**config.mk**
```make
export PLATFORM = sky130hd
export DESIGN_NAME = vga_plot_arbiter_flat
export DESIGN_NICKNAME = d
export VERILOG_FILES = /design/src/rtl/vga_draw_pkg.sv /design/src/rtl/vga_plot_arbiter_if.sv /design/src/rtl/rr_arbiter.sv /design/src/rtl/vga_plot_arbiter.sv /design/src/flat_wrapper.sv
export SDC_FILE = /design/constraint.sdc
export NUM_CORES = 1
export LEC_CHECK = 0
export CAP_MARGIN = 20
export CORE_UTILIZATION = 43
export CTS_CLUSTER_SIZE = 14
export DETAILED_ROUTE_END_ITERATION = 16
export PLACE_DENSITY = 0.8
export SYNTH_ARGS = -nofsm -noshare
export SYNTH_HDL_FRONTEND = slang
export SYNTH_SLANG_ARGS = --single-unit
```
**constraint.sdc**
```tcl
create_clock -name clock -period 3.6 [get_ports clock]
set_input_delay 0.72 -clock clock [delete_from_list [all_inputs] [get_ports clock]]
set_output_delay 0.72 -clock clock [all_outputs]
set_load 0.05 [all_outputs]
```
**src/rtl/vga_draw_pkg.sv**
```systemverilog
// Shared constants and types for the VGA rectangle plotter: screen geometry,
// coordinate widths, the rasteriser state encoding and the rectangle record.
package vga_draw_pkg;

    localparam int X_W      = 8;
    localparam int Y_W      = 7;
    localparam int COLOUR_W = 3;
    localparam int SCREEN_W = 160;
    localparam int SCREEN_H = 120;

    typedef enum logic [1:0] {
        IDLE,
        DRAW,
        DONE
    } state_t;

    typedef struct packed {
        logic [X_W-1:0]      x0;
        logic [Y_W-1:0]      y0;
        logic [X_W-1:0]      w;
        logic [Y_W-1:0]      h;
        logic [COLOUR_W-1:0] colour;
    } rect_t;

endpackage

```
**src/rtl/vga_plot_arbiter_if.sv**
```systemverilog
// Client request bus plus the vga_adapter pixel port of vga_plot_arbiter.
// master = drawing clients / adapter side, slave = the arbiter itself.
interface vga_plot_arbiter_if #(
    parameter int NUM_REQ = 4
) ();
    import vga_draw_pkg::*;

    logic [NUM_REQ-1:0]          req;
    logic [NUM_REQ*X_W-1:0]      req_x;
    logic [NUM_REQ*Y_W-1:0]      req_y;
    logic [NUM_REQ*X_W-1:0]      req_w;
    logic [NUM_REQ*Y_W-1:0]      req_h;
    logic [NUM_REQ*COLOUR_W-1:0] req_colour;
    logic [NUM_REQ-1:0]          ack;
    logic [NUM_REQ-1:0]          done;
    logic [X_W-1:0]              x;
    logic [Y_W-1:0]              y;
    logic [COLOUR_W-1:0]         colour;
    logic                        plot;
    logic                        busy;

    modport master (
        output req, req_x, req_y, req_w, req_h, req_colour,
        input  ack, done, x, y, colour, plot, busy
    );

    modport slave (
        input  req, req_x, req_y, req_w, req_h, req_colour,
        output ack, done, x, y, colour, plot, busy
    );

endinterface

```
**src/rtl/rr_arbiter.sv**
```systemverilog
// Combinational round-robin picker: grants the first set request found at
// ptr, ptr+1, ... modulo NUM_REQ.
module rr_arbiter #(
    parameter int NUM_REQ = 4,
    parameter int PTR_W   = $clog2(NUM_REQ)
) (
    input  logic [NUM_REQ-1:0] req,
    input  logic [PTR_W-1:0]   ptr,
    output logic [PTR_W-1:0]   grant,
    output logic               valid
);

    logic [PTR_W-1:0] idx;

    always_comb begin
        // NOTE: every output of a combinational block gets a default first, so no path leaves it unassigned and infers a latch.
        grant = '0;
        valid = 1'b0;
        idx   = '0;
        // Scan farthest-first so the candidate nearest the pointer is the last one written.
        for (int i = NUM_REQ - 1; i >= 0; i--) begin
            idx = PTR_W'((int'(ptr) + i) % NUM_REQ);
            if (req[idx]) begin
                grant = idx;
                valid = 1'b1;
            end
        end
    end

endmodule

```
**src/rtl/vga_plot_arbiter.sv**
```systemverilog
// Round-robin arbiter and filled-rectangle rasteriser driving vga_adapter, one pixel per clock.
// Optional: define VGA_PLOT_ARBITER_CLIP_EN to suppress plot for off-screen pixels.
module vga_plot_arbiter
    import vga_draw_pkg::*;
#(
    parameter int NUM_REQ = 4
) (
    input logic               clock,
    input logic               reset,
    vga_plot_arbiter_if.slave bus
);

    localparam int PTR_W = $clog2(NUM_REQ);

    state_t              state_q, state_d;
    rect_t               rect_q, rect_d;
    rect_t               req_rect [NUM_REQ];
    logic [PTR_W-1:0]    gnt_q, gnt_d;
    logic [PTR_W-1:0]    ptr_q, ptr_d;
    logic [PTR_W-1:0]    pick_idx;
    logic                pick_valid;
    logic [X_W-1:0]      cx_q, cx_d, x_q, x_d;
    logic [Y_W-1:0]      cy_q, cy_d, y_q, y_d;
    logic [COLOUR_W-1:0] colour_q, colour_d;
    logic                plot_q, plot_d;
    logic                busy_q;
    logic [NUM_REQ-1:0]  ack_q, ack_d;
    logic [NUM_REQ-1:0]  done_q, done_d;
    logic                last_x, last_y;
    logic                drawing;

    for (genvar i = 0; i < NUM_REQ; i++) begin : g_unpack
        assign req_rect[i] = '{
            x0:     bus.req_x[i*X_W +: X_W],
            y0:     bus.req_y[i*Y_W +: Y_W],
            w:      bus.req_w[i*X_W +: X_W],
            h:      bus.req_h[i*Y_W +: Y_W],
            colour: bus.req_colour[i*COLOUR_W +: COLOUR_W]
        };
    end

    rr_arbiter #(
        .NUM_REQ (NUM_REQ),
        .PTR_W   (PTR_W)
    ) u_rr (
        .req   (bus.req),
        .ptr   (ptr_q),
        .grant (pick_idx),
        .valid (pick_valid)
    );

`ifdef VGA_PLOT_ARBITER_CLIP_EN
    localparam logic [X_W:0] X_LIMIT = (X_W + 1)'(SCREEN_W);
    localparam logic [Y_W:0] Y_LIMIT = (Y_W + 1)'(SCREEN_H);

    // Visibility is judged on the untruncated sum, so a wrapped coordinate is never plotted.
    function automatic logic on_screen(input logic [X_W-1:0] ox, input logic [X_W-1:0] dx,
                                       input logic [Y_W-1:0] oy, input logic [Y_W-1:0] dy);
        logic [X_W:0] fx;
        logic [Y_W:0] fy;
        fx = {1'b0, ox} + {1'b0, dx};
        fy = {1'b0, oy} + {1'b0, dy};
        return (fx < X_LIMIT) && (fy < Y_LIMIT);
    endfunction
`endif

    assign last_x = (cx_q == rect_q.w - X_W'(1));
    assign last_y = (cy_q == rect_q.h - Y_W'(1));

    // cx/cy name the pixel that will be on the output pins in the next cycle.
    always_comb begin
        state_d  = state_q;
        rect_d   = rect_q;
        gnt_d    = gnt_q;
        ptr_d    = ptr_q;
        cx_d     = cx_q;
        cy_d     = cy_q;
        x_d      = x_q;
        y_d      = y_q;
        colour_d = colour_q;
        plot_d   = 1'b0;
        ack_d    = '0;
        done_d   = '0;
        drawing  = 1'b0;

        unique case (state_q)
            IDLE: begin
                if (pick_valid) begin
                    rect_d          = req_rect[pick_idx];
                    gnt_d           = pick_idx;
                    ack_d[pick_idx] = 1'b1;
                    cx_d            = '0;
                    cy_d            = '0;
                    if (rect_d.w == '0 || rect_d.h == '0) begin
                        state_d = DONE;
                    end else begin
                        state_d = DRAW;
                        drawing = 1'b1;
                    end
                end
            end

            DRAW: begin
                if (last_x && last_y) begin
                    state_d       = DONE;
                    done_d[gnt_q] = 1'b1;
                end else begin
                    drawing = 1'b1;
                    if (last_x) begin
                        cx_d = '0;
                        cy_d = cy_q + Y_W'(1);
                    end else begin
                        cx_d = cx_q + X_W'(1);
                    end
                end
            end

            DONE: begin
                // A zero-sized rectangle reaches DONE without its pulse; issue it here first.
                if (|done_q) begin
                    state_d = IDLE;
                    ptr_d   = (gnt_q == PTR_W'(NUM_REQ - 1)) ? '0 : gnt_q + PTR_W'(1);
                end else begin
                    done_d[gnt_q] = 1'b1;
                end
            end

            default: state_d = IDLE;
        endcase

        if (drawing) begin
            x_d      = rect_d.x0 + cx_d;
            y_d      = rect_d.y0 + cy_d;
            colour_d = rect_d.colour;
`ifdef VGA_PLOT_ARBITER_CLIP_EN
            plot_d   = on_screen(rect_d.x0, cx_d, rect_d.y0, cy_d);
`else
            plot_d   = 1'b1;
`endif
        end
    end

    always_ff @(posedge clock or negedge reset) begin
        if (!reset) begin
            state_q  <= IDLE;
            rect_q   <= '0;
            gnt_q    <= '0;
            ptr_q    <= '0;
            cx_q     <= '0;
            cy_q     <= '0;
            x_q      <= '0;
            y_q      <= '0;
            colour_q <= '0;
            plot_q   <= 1'b0;
            busy_q   <= 1'b0;
            ack_q    <= '0;
            done_q   <= '0;
        end else begin
            // NOTE: state is updated with non-blocking assignments so every register samples pre-edge values.
            state_q  <= state_d;
            rect_q   <= rect_d;
            gnt_q    <= gnt_d;
            ptr_q    <= ptr_d;
            cx_q     <= cx_d;
            cy_q     <= cy_d;
            x_q      <= x_d;
            y_q      <= y_d;
            colour_q <= colour_d;
            plot_q   <= plot_d;
            busy_q   <= (state_d != IDLE);
            ack_q    <= ack_d;
            done_q   <= done_d;
        end
    end

    assign bus.ack    = ack_q;
    assign bus.done   = done_q;
    assign bus.x      = x_q;
    assign bus.y      = y_q;
    assign bus.colour = colour_q;
    assign bus.plot   = plot_q;
    assign bus.busy   = busy_q;

endmodule

```
**src/flat_wrapper.sv**
```systemverilog
// flat-port wrapper written by rule: the top's interface ports become plain ports
module vga_plot_arbiter_flat import vga_draw_pkg::*;
#(
    parameter int NUM_REQ = 4
)
  (clock, reset, bus_req, bus_req_x, bus_req_y, bus_req_w, bus_req_h, bus_req_colour, bus_ack, bus_done, bus_x, bus_y, bus_colour, bus_plot, bus_busy);
  vga_plot_arbiter_if #(.NUM_REQ(NUM_REQ)) bus_i ();
  input logic clock;
  input logic reset;
  input wire logic [$bits(bus_i.req)-1:0] bus_req;
  input wire logic [$bits(bus_i.req_x)-1:0] bus_req_x;
  input wire logic [$bits(bus_i.req_y)-1:0] bus_req_y;
  input wire logic [$bits(bus_i.req_w)-1:0] bus_req_w;
  input wire logic [$bits(bus_i.req_h)-1:0] bus_req_h;
  input wire logic [$bits(bus_i.req_colour)-1:0] bus_req_colour;
  output wire logic [$bits(bus_i.ack)-1:0] bus_ack;
  output wire logic [$bits(bus_i.done)-1:0] bus_done;
  output wire logic [$bits(bus_i.x)-1:0] bus_x;
  output wire logic [$bits(bus_i.y)-1:0] bus_y;
  output wire logic [$bits(bus_i.colour)-1:0] bus_colour;
  output wire logic [$bits(bus_i.plot)-1:0] bus_plot;
  output wire logic [$bits(bus_i.busy)-1:0] bus_busy;
  assign bus_i.req = bus_req;
  assign bus_i.req_x = bus_req_x;
  assign bus_i.req_y = bus_req_y;
  assign bus_i.req_w = bus_req_w;
  assign bus_i.req_h = bus_req_h;
  assign bus_i.req_colour = bus_req_colour;
  assign bus_ack = bus_i.ack;
  assign bus_done = bus_i.done;
  assign bus_x = bus_i.x;
  assign bus_y = bus_i.y;
  assign bus_colour = bus_i.colour;
  assign bus_plot = bus_i.plot;
  assign bus_busy = bus_i.busy;
  vga_plot_arbiter #(.NUM_REQ(NUM_REQ)) u_core (.clock(clock), .reset(reset), .bus(bus_i));
endmodule
```
* Yosys cells after proc, flatten, opt, wreduce, memory -nomap -nowiden
Cells that the tools add are included.
** Word-level totals
- Register bits after elaboration :: 82
- Logic and storage cells :: 102
** Operators by class
- Add/sub/neg operators :: 10
- $lt $le $gt $ge :: 9
- Equal/unequal tests :: 5
- Multiplexer cells :: 49
- Bitwise operators :: 1
- Reduce and logical (&&, ||, !) cells :: 11
** Operator list (count)
- $mux 33 :: 4
- $bmux 33 s2 :: 1
- $mux 8 :: 3
- $mux 7 :: 3
- $lt 2x3->1 const B :: 6
- $mux 2 :: 9
- $mux 4 :: 4
- $pmux 8 s2 :: 1
- $mux 1 :: 14
- $pmux 7 s2 :: 1
- $add 8x1->8 const B :: 1
- $add 8x8->8 :: 1
- $bmux 1 s2 :: 4
- $eq 8x8->1 :: 1
- $logic_not 8->1 :: 1
- $pmux 4 s2 :: 1
- $sub 8x1->8 const B :: 1
- $add 7x1->7 const B :: 1
- $add 7x7->7 :: 1
- $eq 7x7->1 :: 1
- $logic_not 7->1 :: 1
- $sub 7x1->7 const B :: 1
- $pmux 2 s3 :: 1
- $add 2x1->2 const B :: 2
- 14 further kinds :: 21

* Depth between registers and ports, before layout
- Depth after elaboration :: 17
- Gate-level depth with buffers :: 22
- Gate-level depth less buffers :: 21

* Cells and area by module
Synthesis repeated with hierarchy kept, for this count alone.
** Unflattened totals
- Cells, all modules :: 528
- Area total of the unflattened synthesis :: 5545.3 µm²
** By module, submodules not included
- vga_plot_arbiter :: times used 1, cells each 515, area an instance 5467.7 µm², sequential area each 2052.0 µm²
- rr_arbiter :: times used 1, cells each 13, area an instance 77.6 µm², sequential area each 0.0 µm²

* Worst setup path after synthesis
OpenSTA, ideal clock, no wires.
- Path kind :: input to register
- Start point :: input port bus_req[2]
- End point :: register u_core.x_q[6] (netlist: u_core.bus.x[6])
- Arrival time :: 4028 ps
- Required time :: 3475 ps
- Setup slack :: -553 ps
- Stages on the path :: 21
- Cell sequence :: nand2b_1 -> a21o_1 -> nand2_1 -> clkbuf_1 -> clkbuf_1 -> clkbuf_1 -> buf_1 -> nand2_1 -> nand3_1 -> nand3_1 -> nand2_1 -> ha_1 -> inv_1 -> fa_1 -> inv_1 -> a21oi_1 -> o21bai_1 -> a21o_1 -> a21oi_1 -> xnor2_1 -> mux2_2
** RTL lines
- start, declared :: RTL line flat_wrapper.sv:10 : input wire logic [$bits(bus_i.req)-1:0] bus_req;
- end signal, assigned :: RTL line vga_plot_arbiter.sv:151 : x_q <= '0;
- end signal, assigned :: RTL line vga_plot_arbiter.sv:166 : x_q <= x_d;
- end, declared :: RTL line vga_plot_arbiter.sv:22 : logic [X_W-1:0] cx_q, cx_d, x_q, x_d;

* Worst setup path in the final report
- Start point :: register u_core.rect_q[11] (netlist bit)
- End point :: register u_core.x_q[7] (netlist: u_core.bus.x[7])
** Between the ends
- Cells in the longest elaborated chain, start to end :: 6
** RTL lines
- start, declared :: RTL line vga_plot_arbiter.sv:16 : rect_t rect_q, rect_d;
- start signal, assigned :: RTL line vga_plot_arbiter.sv:161 : rect_q <= rect_d;
- $sub 8x1->8 * :: RTL line vga_plot_arbiter.sv:67 : assign last_x = (cx_q == rect_q.w - X_W'(1));
- $eq 8x8->1 * :: RTL line vga_plot_arbiter.sv:67
- $mux 8 / $logic_and 1x1->1 (equally long branches) :: RTL line vga_plot_arbiter.sv:109, vga_plot_arbiter.sv:104
- $mux 8 * :: RTL line vga_plot_arbiter.sv:104 : if (last_x && last_y) begin
- $pmux 8 s2 * :: RTL line vga_plot_arbiter.sv:86 : unique case (state_q)
- named net u_core.cx_d[2] :: RTL line vga_plot_arbiter.sv:22
- $add 8x8->8 * :: RTL line vga_plot_arbiter.sv:132 : x_d = rect_d.x0 + cx_d;
Mark *: on every way through the listed nets, which the timed path passes. The rest lies on a longest branch.
A chain may end at the register's enable or synchronous reset.

==> run_summary.xml <==
<?xml version="1.0" encoding="UTF-8"?>
<metrics>
  <group name="run_status">
    <metric name="status" unit="">finished with violations</metric>
    <metric name="violations_in_the_final_reports" unit="">setup timing</metric>
  </group>
  <group name="cells_and_area">
    <metric name="nNetsFinal" unit="">1109</metric>
    <metric name="stdcell_area" unit="mm^2">0.00938</metric>
    <metric name="syn_to_final_growth" unit="%">70.0</metric>
    <metric name="layout-drive-gt1-share" unit="">0.283</metric>
    <metric name="nFillCells" unit="">840</metric>
    <metric name="finish.utilization" unit="">0.746</metric>
    <metric name="antenna_diode_count" unit="">0</metric>
  </group>
  <group name="clock_tree">
    <metric name="tritoncts" unit="">done</metric>
    <metric name="insertion_delay" unit="ns">0.34</metric>
    <metric name="cts.htree.levels" unit="">3</metric>
    <metric name="cts.reportedPaths.clkPinSlew" unit="ns">0.07</metric>
    <metric name="cts.root.buffer_cell" unit="">clkbuf_16</metric>
    <metric name="cts-hold-fix-buffers" unit="">0</metric>
    <metric name="cts_sinks" unit="">82</metric>
    <metric name="tritoncts.num_buffers" unit="">9</metric>
    <metric name="clk_path_buf_depth" unit="">2</metric>
  </group>
  <group name="place">
    <metric name="gp_congestion" unit="">0.923</metric>
    <metric name="postPlaceCellArea" unit="mm^2">0.00820</metric>
    <metric name="io_buffers" unit="">165</metric>
    <metric name="place_hpwl" unit="um">13500</metric>
  </group>
  <group name="timing">
    <metric name="setup_viol" unit="">7</metric>
    <metric name="min_period_over_period" unit="">1.18</metric>
    <metric name="grt_setup_unrepaired" unit="">true</metric>
    <metric name="period_needed" unit="ns">4.26</metric>
    <metric name="clock_skew" unit="ns">0.0112</metric>
    <metric name="timing.final.max_slew_violations" unit="">0</metric>
    <metric name="postLayoutSetupSlackWorst" unit="ns">-0.662</metric>
    <metric name="max_clk_rate" unit="MHz">235</metric>
    <metric name="max-slew-margin-rel" unit="">0.572</metric>
    <metric name="tightestPinTransition" unit="ns">0.635</metric>
    <metric name="hold_viol_final" unit="">0</metric>
  </group>
  <group name="pwr">
    <metric name="pwr_cell_area" unit="mW/mm^2">743</metric>
    <metric name="power.ir.vdd_worst" unit="uV">390</metric>
    <metric name="totalPowerFinal" unit="mW">6.96</metric>
    <metric name="power_leakage" unit="nW">4.26</metric>
  </group>
  <group name="logic_synthesis">
    <metric name="post_synth_most_frequent_cells" unit="">nand2_1, dfrtp_1, nand3_1</metric>
    <metric name="number_of_flops_mapped_to_enable_cells_by_yosys" unit="">0</metric>
    <metric name="biggest_area_consumer_among_synthesized_cells" unit="">dfrtp_1</metric>
    <metric name="fraction_of_registers_with_async_set_or_reset_after_synthesis" unit="">1.00</metric>
    <metric name="synth.yosys.warnings" unit="">0</metric>
    <metric name="synth_top_cell_area_share" unit="">0.372</metric>
    <metric name="seq_area_frac_synth" unit="">0.372</metric>
    <metric name="synthMostInstantiatedCell" unit="">nand2_1</metric>
    <metric name="syn_inst" unit="">661</metric>
    <metric name="yosys.cell_types.count" unit="">59</metric>
    <metric name="synth-main-ff-cell" unit="">dfrtp_1</metric>
    <metric name="netlist_top_cells_area" unit="">dfrtp_1, nand2_1, ha_1</metric>
    <metric name="postSynthAreaPerCell" unit="um^2">8.34</metric>
    <metric name="synth_seq_cells" unit="">82</metric>
    <metric name="syn-cell-area" unit="mm^2">0.00552</metric>
    <metric name="synth_fp_nets" unit="">826</metric>
  </group>
  <group name="grt">
    <metric name="gr-usage-met1" unit="">0.350</metric>
    <metric name="top_usage_layer" unit="">met2</metric>
    <metric name="global_route.usage.met2" unit="">0.528</metric>
    <metric name="grt.total_usage" unit="">0.299</metric>
    <metric name="gr-total-overflow" unit="">0</metric>
    <metric name="grt_pass1_vias" unit="">6180</metric>
    <metric name="use_met3" unit="">0.0538</metric>
    <metric name="grt_start_max_net_pins" unit="">83</metric>
    <metric name="grt_first_pass_wirelength" unit="um">30500</metric>
    <metric name="antenna_found_initial" unit="">0</metric>
  </group>
  <group name="setup_path">
    <metric name="capturing_element_type_of_the_critical_path" unit="">register</metric>
    <metric name="arrival" unit="ns">4.52</metric>
    <metric name="required" unit="ns">3.86</metric>
    <metric name="crit_chain" unit="">buf_6 &gt; inv_4 &gt; ha_4 &gt; or3b_4 &gt; nor4_4 &gt; o2111ai_2 &gt; buf_4 &gt; a211oi_4 &gt; buf_12 &gt; nor2_1 &gt; o21ai_1 &gt; o21ai_1 &gt; a22o_1 &gt; ha_4 &gt; a21oi_2 &gt; o21bai_1 &gt; a21o_1 &gt; nand2_2 &gt; nor2_2 &gt; mux2i_1 &gt; a211o_1 &gt; o211ai_1</metric>
    <metric name="startpoint_type" unit="">register</metric>
    <metric name="critical_path_class" unit="">register to register</metric>
    <metric name="worst_path_largest_cell_delay" unit="ns">0.43</metric>
    <metric name="worstPathMaxFanout" unit="">3</metric>
    <metric name="critical_path.slowest_cell" unit="">dfrtp_1</metric>
  </group>
  <group name="route">
    <metric name="drtIter0Drc" unit="">443</metric>
    <metric name="drt.antenna.violating_nets" unit="">0</metric>
    <metric name="num_vias" unit="">6319</metric>
    <metric name="finalWirelength" unit="um">21000</metric>
    <metric name="drt_drc_violations_left" unit="">0</metric>
    <metric name="detailedRoute.firstPassIterationCount" unit="">7</metric>
    <metric name="routedWlPerCell" unit="um">18.8</metric>
    <metric name="vias_per_cell" unit="">5.64</metric>
  </group>
  <group name="floorplanning">
    <metric name="core_area" unit="mm^2">0.0126</metric>
    <metric name="chipWidth" unit="um">115</metric>
    <metric name="die-height" unit="um">115</metric>
    <metric name="boundary_pin_count" unit="">166</metric>
    <metric name="num_rows" unit="">41</metric>
    <metric name="design.die.area" unit="mm^2">0.0133</metric>
    <metric name="start_util" unit="">0.439</metric>
  </group>
  <group name="job">
    <metric name="drv_cap" unit="">0</metric>
  </group>
  <group name="hold_path">
    <metric name="worst_hold_path_type" unit="">primary input to async pin</metric>
  </group>
</metrics>
## path summary, 6_finish.rpt
| kind | slack [ns] | from | to | cells past startpoint |
|---|---|---|---|---|
| min in group clock | 0.48 | u_core.rect_q[1]$_DFF_PN0_ | u_core.rect_q[1]$_DFF_PN0_ | 2 |
| setup / recovery | -0.66 | u_core.rect_q[11]$_DFFE_PN0P_ | u_core.bus.x[7]$_DFFE_PN0P_ | 22 |
| max in group asynchronous | 2.67 | reset | u_core.rect_q[10]$_DFFE_PN0P_ | 2 |
| hold / removal | 0.30 | reset | u_core.bus.ack[0]$_DFF_PN0_ | 1 |
| setup reg to reg | -0.66 | u_core.rect_q[11]$_DFFE_PN0P_ | u_core.bus.x[7]$_DFFE_PN0P_ | 22 |
| hold reg to reg | 0.48 | u_core.rect_q[1]$_DFF_PN0_ | u_core.rect_q[1]$_DFF_PN0_ | 2 |
## worst max-delay path, delay by kind of cell (launching register included)
family | cells | cell delay [ns]
AO/OA/AOI/OAI | 10 | 1.84
AND/OR/NAND/NOR | 5 | 0.82
flip-flops | 1 | 0.43
adder cells (fa/ha/maj) | 2 | 0.42
multiplexers | 1 | 0.13
buffers and inverters | 4 | 0.52
## flip-flops by register name (all words and copies together) (netlist names)
signal and cells:
u_core.bus.ack 4, u_core.bus.busy 1, u_core.bus.colour 3, u_core.bus.done 4
u_core.bus.plot 1, u_core.bus.x 8, u_core.bus.y 7, u_core.cx_q 8
u_core.cy_q 7, u_core.gnt_q 2, u_core.ptr_q 2, u_core.rect_q 33
u_core.state_q 2
## cell type report
class | count | area (um^2) | area share
multi-input cells | 513 | 3770 | 0.403
clock buffers | 10 | 229 | 0.0244
well taps | 172 | 215 | 0.0230
flip-flops and latches | 82 | 2050 | 0.219
clock inverters | 6 | 91.3 | 0.00974
repair buffers | 311 | 2910 | 0.310
inverters | 27 | 106 | 0.0113
## cell families after synthesis
family,Yosys count,synth area share
AOI/OAI and AO/OA,145,0.185
xor gates and xnor gates,31,0.0492
muxes,14,0.0279
and+or+nand+nor,296,0.257
buffers and inverters,66,0.0454
DFF,82,0.372
adders and majority gates,27,0.0640
## where the power goes
| part | internal [mW] | switching (mW) |
|---|---|---|
| registers | 1.28 | 0.280 |
| logic | 2.01 | 2.40 |
| clock network | 0.609 | 0.384 |
| total | 3.90 | 3.07 |
## what timing repair did
item | in CTS | in global routing
endpoints found under the hold margin | 0 | 0
gates cloned | 0 | 1
gates resized for setup | 69 | 60
pin swaps | 32 | 39
buffers inserted | 27 | 15
endpoints found under the setup margin | 18 | 20
## routing by layer
| metal | vias up | wire length (um) | share of wire |
|---|---|---|---|
| met5 | - | 0 | 0 |
| met4 | 0 | 933 | 0.044 |
| met3 | 78 | 1350 | 0.064 |
| met2 | 302 | 10600 | 0.50 |
| met1 | 3033 | 8130 | 0.39 |
| li1 | 2906 | - | - |
## cell usage in the layout, fill, tap and decap left out, types with 5 or more instances in the layout
master           synthesis  layout
nor2_1                  25      21
xor2_1                  10       9
xnor2_1                 21      17
o21ai_0                 15       9
a21oi_1                 22      11
ha_4                     0       5
a211oi_2                 0      16
nor3_1                   9       7
a21o_1                   9       9
nor4_1                   7       5
o21ai_1                  3       5
inv_1                   26      18
o31ai_1                 17      16
nand3_1                 48      48
clkdlybuf4s50_1          0     163
o22ai_1                  7       7
dfrtp_1                 82      81
buf_4                    0     125
clkbuf_16                0      10
and3_1                  33      33
ha_1                    25      19
nand2_1                136     132
and2_1                   9       9
a21oi_2                  0      11
inv_2                    1       7
mux2_2                  10       7
a211oi_1                34      15
buf_6                    0      15
nand2b_1                 8       7
## per-stage QoR
stage | cells | hold slack [ns] | setup WS [ns] | setup TNS (ns)
2_1_floorplan | 661 | 0.424 | 0.00173 | 0
3_3_place_gp | 1072 | 0.450 | -0.468 | -6.91
3_5_place_dp | 1072 | 0.459 | -0.638 | -8.77
4_1_cts | 1113 | 0.475 | -0.388 | -1.64
5_1_grt | 1121 | 0.324 | -0.745 | -3.74
6_report | 1121 | 0.295 | -0.662 | -2.69
No activity file was read; power rests on OpenSTA's default activity.
